### src/rtl/operand_sequencer_pkg.sv
// Shared state encodings and default datapath width for the adder front end.
package operand_sequencer_pkg;

  localparam int DEFAULT_WIDTH = 4;

  typedef enum logic [1:0] {
    S_IDLE   = 2'd0,
    S_HAVE_A = 2'd1,
    S_SETTLE = 2'd2,
    S_DONE   = 2'd3
  } state_t;

endpackage

### src/rtl/operand_sequencer_key_pulse.sv
// Turns the asynchronous Load key level into a single-cycle pulse.
// The pulse registers on the 3rd Clock edge after Load rises.
module key_pulse (
  input  logic Clock,
  input  logic Resetn,
  input  logic Load,
  output logic ld_p
);

  logic sync1;
  logic sync2;
  logic sync2_d;
  logic primed;
  logic armed;

  always_ff @(posedge Clock) begin
    if (!Resetn) begin
      sync1   <= 1'b0;
      sync2   <= 1'b0;
      sync2_d <= 1'b0;
      primed  <= 1'b0;
      armed   <= 1'b0;
      ld_p    <= 1'b0;
    end else begin
      sync1   <= Load;
      sync2   <= sync1;
      sync2_d <= sync2;
      primed  <= 1'b1;
      // Only a genuinely sampled low arms the detector, so a key held through reset stays silent.
      if (primed && !sync1) begin
        armed <= 1'b1;
      end
      ld_p    <= sync2 && !sync2_d && armed;
    end
  end

endmodule

### src/rtl/operand_sequencer.sv
// Captures A then B on Load presses, drives the shared adder, and after a settle delay
// registers {Cout, S} plus signed overflow for display.
module operand_sequencer
  import operand_sequencer_pkg::*;
#(
  parameter int WIDTH         = DEFAULT_WIDTH,
  parameter int SETTLE_CYCLES = 2
) (
  input  logic             Clock,
  input  logic             Resetn,
  input  logic [WIDTH-1:0] Din,
  input  logic             Sub,
  input  logic             Load,
  output logic [WIDTH-1:0] Adder_A,
  output logic [WIDTH-1:0] Adder_B,
  output logic             Adder_Cin,
  input  logic [WIDTH-1:0] Adder_S,
  input  logic             Adder_Cout,
  output logic [WIDTH:0]   Result,
  output logic             Ovf,
  output logic             Valid,
  output logic [1:0]       State
);

  localparam logic [3:0] CNT_INIT = 4'(SETTLE_CYCLES - 1);

  state_t           st;
  logic [WIDTH-1:0] reg_a;
  logic [WIDTH-1:0] reg_b;
  logic             sub_r;
  logic [3:0]       cnt;
  logic             ld_p;
  logic             ovf_c;

  key_pulse u_key_pulse (
    .Clock  (Clock),
    .Resetn (Resetn),
    .Load   (Load),
    .ld_p   (ld_p)
  );

  // Subtraction reuses the adder as A + ~B + 1; Cout is passed through raw (1 = no borrow).
  assign Adder_A   = reg_a;
  assign Adder_B   = sub_r ? ~reg_b : reg_b;
  assign Adder_Cin = sub_r;
  assign State     = st;

  assign ovf_c = (reg_a[WIDTH-1] == Adder_B[WIDTH-1]) && (Adder_S[WIDTH-1] != reg_a[WIDTH-1]);

  always_ff @(posedge Clock) begin
    if (!Resetn) begin
      st     <= S_IDLE;
      reg_a  <= '0;
      reg_b  <= '0;
      sub_r  <= 1'b0;
      cnt    <= 4'd0;
      Result <= '0;
      Ovf    <= 1'b0;
      Valid  <= 1'b0;
    end else begin
      case (st)
        S_IDLE: begin
          if (ld_p) begin
            reg_a <= Din;
            st    <= S_HAVE_A;
          end
        end
        S_HAVE_A: begin
          if (ld_p) begin
            reg_b <= Din;
            sub_r <= Sub;
            cnt   <= CNT_INIT;
            st    <= S_SETTLE;
          end
        end
        S_SETTLE: begin
          // Key presses here are dropped on purpose; the operation in flight must finish.
          if (cnt == 4'd0) begin
            Result <= {Adder_Cout, Adder_S};
            Ovf    <= ovf_c;
            Valid  <= 1'b1;
            st     <= S_DONE;
          end else begin
            cnt <= cnt - 4'd1;
          end
        end
        S_DONE: begin
          if (ld_p) begin
            reg_a <= Din;
            Valid <= 1'b0;
            st    <= S_HAVE_A;
          end
        end
        default: st <= S_IDLE;
      endcase
    end
  end

endmodule

### config.mk
export PLATFORM = sky130hd
export DESIGN_NAME = operand_sequencer
export DESIGN_NICKNAME = d
export VERILOG_FILES = /design/src/rtl/operand_sequencer_pkg.sv /design/src/rtl/operand_sequencer_key_pulse.sv /design/src/rtl/operand_sequencer.sv
export SDC_FILE = /design/constraint.sdc
export NUM_CORES = 1
export LEC_CHECK = 0
export ABC_AREA = 1
export ABC_CLOCK_PERIOD_IN_PS = 2900
export CAP_MARGIN = 20
export CORE_MARGIN = 1.5
export CORE_UTILIZATION = 51
export CTS_CLUSTER_DIAMETER = 100
export DETAILED_ROUTE_END_ITERATION = 8
export PLACE_DENSITY = 0.91
export REMOVE_ABC_BUFFERS = 1
export SYNTH_ARGS = -nofsm -noshare
export SYNTH_HDL_FRONTEND = slang
export SYNTH_SLANG_ARGS = --single-unit
### constraint.sdc
create_clock -name Clock -period 2.9 [get_ports Clock]
set_input_delay 0.29 -clock Clock [delete_from_list [all_inputs] [get_ports Clock]]
set_output_delay 0.29 -clock Clock [all_outputs]
set_load 0.1 [all_outputs]
==> reports/qor.csv <==
metric;value;unit
status;complete, no violations;
ys_warn_count;0;
power_switching;0.304;mW
num_cts_buffers;3;
cp_max_fo;7;
antenna-diode-count;0;
worst_hold_path_type;register to register;
achievable-frequency;0.565;GHz
grt_pass1_vias;982;
critPathTopFamily;flip-flops;
cellInternalPower;0.630;mW
cellPowerDensity;608;mW/mm^2
post_cts_resize_count;0;
cp-end-kind;primary output;
htree_levels;1;
floorplan.initialDensity;54.6;%
synthesis.area;0.00122;sq mm
postCtsHoldBufs;0;
final-hold-violation-count;0;
clkLatencyLatePin;0.33;ns
die_area;0.00269;sq mm
drc_errors;0;
cts_post_setup_buffers_inserted;0;
post_synth_main_area_contributors;dfxtp_1, nor2_1, inv_1;
power.sequential.fraction;45.6;%
layout.nets;211;
synth_enable_flop_cells;0;
synth-main-ff-cell;dfxtp_1;
grt_setup_unrepaired;no;
grt_antenna_before_repair;0;
post_route_cells_drive_above_1_share;14.0;%
clockRootBuffer;clkbuf_4;
wl_per_cell;11.5;microns
setup_slack;1.13;ns
drv_cap;0;
grt_first_pass_wirelength;4040;microns
postRouteAntennaNets;0;
clk_pin_slew_worst_paths;0.14;ns
irDropWorstVdd;0.000414;V
gp_weighted_congestion;0.746;
cp_slowest_cell;dfxtp_1;
synthDistinctLibCells;21;
ys_ff_latch;28;
route.vias.total;1086;
synth_top_cell_area_share;45.9;%
crit_chain;xor2_1 -> buf_4;
cp_data_arrival_time;1.48;ns
die_height;51.9;microns
synth_async_sr_flop_share;0;%
register_area_share_after_synthesis;45.9;%
grt-ovfl-total;0;
numPortBuffers;30;
worst-slew-pin-transition;0.625;ns
critical_path_buf_inv_count;1;
dr.pass1.iters;4;
cts_buffer_depth;2;
drt_iter0_markers;29;
floorplan.io_pins;31;
syn_area_per_cell;7.48;sq um
gr-usage-all-layers;20.3;%
dp.final_hpwl;1880;microns
critPathMaxStageDelay;0.54;ns
p_clk_share;27.0;%
final_wirelength;2530;microns
category_of_the_worst_setup_path_launch_point;register;
finish_stage_setup_viols;0;
tritoncts;built;
setup-tns-final;0;ns
final.period_utilization;61.0;%
rows;17;
power.share.switching;32.6;%
cell_leakage_power;0.730;nW
synthCells;163;
skew;0.000811;ns
place_ws;1.14;ns
die_w;51.9;microns
max-slew-margin-rel;58.2;%
drv_slew;0;
required;2.61;ns
grt_start_max_net_pins;22;
numClockSinks;28;
core-area;0.00223;sq mm
critPathKind;register to primary output;
area_growth_syn_to_layout;25.8;%
post_drt_via_cell_ratio;4.91;
period_needed;1.77;ns
power.share.combinational;27.4;%
yosys.area.top_type;dfxtp_1;
[cell usage in the layout, fill, tap and decap left out]
cell type / instances
nand3b_1: 2
dfxtp_1: 28
nor2_1: 29
nand2_1: 27
inv_1: 27
clkbuf_4: 3
bufinv_16: 1
buf_4: 18
a21oi_4: 1
clkdlybuf4s50_1: 12
xnor2_1: 1
xor2_1: 5
nand3_2: 1
nor3_1: 2
nand2_2: 1
ha_1: 4
nor2_2: 2
a21oi_1: 10
nand3_1: 3
o21ai_0: 15
o21bai_1: 1
[per-stage QoR]
stage / cell area, sq um / hold slack (ns) / utilization, % / cells / power [mW]
6_report: 1540 / 0.419 / 68.7 / 221 / 0.934
5_1_grt: 1540 / 0.427 / 68.7 / 221 / 0.982
4_1_cts: 1540 / 0.416 / 68.7 / 221 / 0.935
3_5_place_dp: 1480 / 0.396 / 66.4 / 217 / 0.686
3_3_place_gp: 1480 / 0.381 / 66.4 / 217 / 0.673
2_1_floorplan: 1190 / 0.318 / - / 159 / 0.621
[flip-flops by register name, summed over array words and instances (netlist names)]
name / flops
Result: 5
Adder_A: 4
cnt: 4
reg_b: 4
State: 2
Adder_Cin: 1
Ovf: 1
Valid: 1
u_key_pulse.armed: 1
u_key_pulse.ld_p: 1
u_key_pulse.primed: 1
u_key_pulse.sync1: 1
u_key_pulse.sync2: 1
u_key_pulse.sync2_d: 1
[power by group through the flow]
stage	Combinational, mW	Sequential [mW]	Clock (mW)
after global routing	0.279	0.429	0.274
after global placement	0.240	0.433	0
after detailed placement	0.253	0.434	0
after floorplan	0.129	0.492	0
final	0.256	0.426	0.253
after CTS	0.255	0.425	0.255
[area by class of cell]
cell class,count,area (sq um)
flip-flops and latches,28,561
repair buffers,30,255
well taps,28,35.0
inverters,27,101
fillers,189,698
clock buffers,3,22.5
multi-input cells,104,531
clock inverters,1,30.0
[worst paths after layout]
kind | slack, ns | depth (start not counted) | start | end
worst min register to register | 0.42 | 1 | u_key_pulse.sync2_d$_SDFF_PN0_ | u_key_pulse.ld_p$_SDFF_PN0_
worst max register to register | 1.33 | 6 | State[1]$_SDFFE_PN0P_ | cnt[2]$_SDFFE_PN0P_
worst min-delay path | 0.42 | 1 | u_key_pulse.sync2_d$_SDFF_PN0_ | u_key_pulse.ld_p$_SDFF_PN0_
worst max-delay path | 1.13 | 2 | Adder_Cin$_SDFFE_PN0P_ | Adder_B[3]
[cells in the mapped netlist, types with 2 or more instances]
master    number
a21oi_1       10
dfxtp_1       28
ha_1           4
inv_1         27
nand2_1       27
nand3_1        3
nand3b_1       2
nor2_1        29
nor2_2         2
nor3_1         2
o21ai_0       15
xor2_1         5
[layer usage]
metal / vias to the layer above / part of all wire (%) / track usage (%)
met5: - / 0 / 0
met4: 0 / 2.2 / 9.21
met3: 7 / 5.3 / 3.74
met2: 35 / 52 / 37.6
met1: 483 / 41 / 22.0
li1: 561 / - / -
[cell families after synthesis]
family | share of synthesized area [%]
fa+ha+maj | 4.10
flops | 45.9
xor+xnor | 4.31
simple gates | 22.9
buf+inv | 10.6
compound gates | 12.2
(Power assumes the default switching activity.)
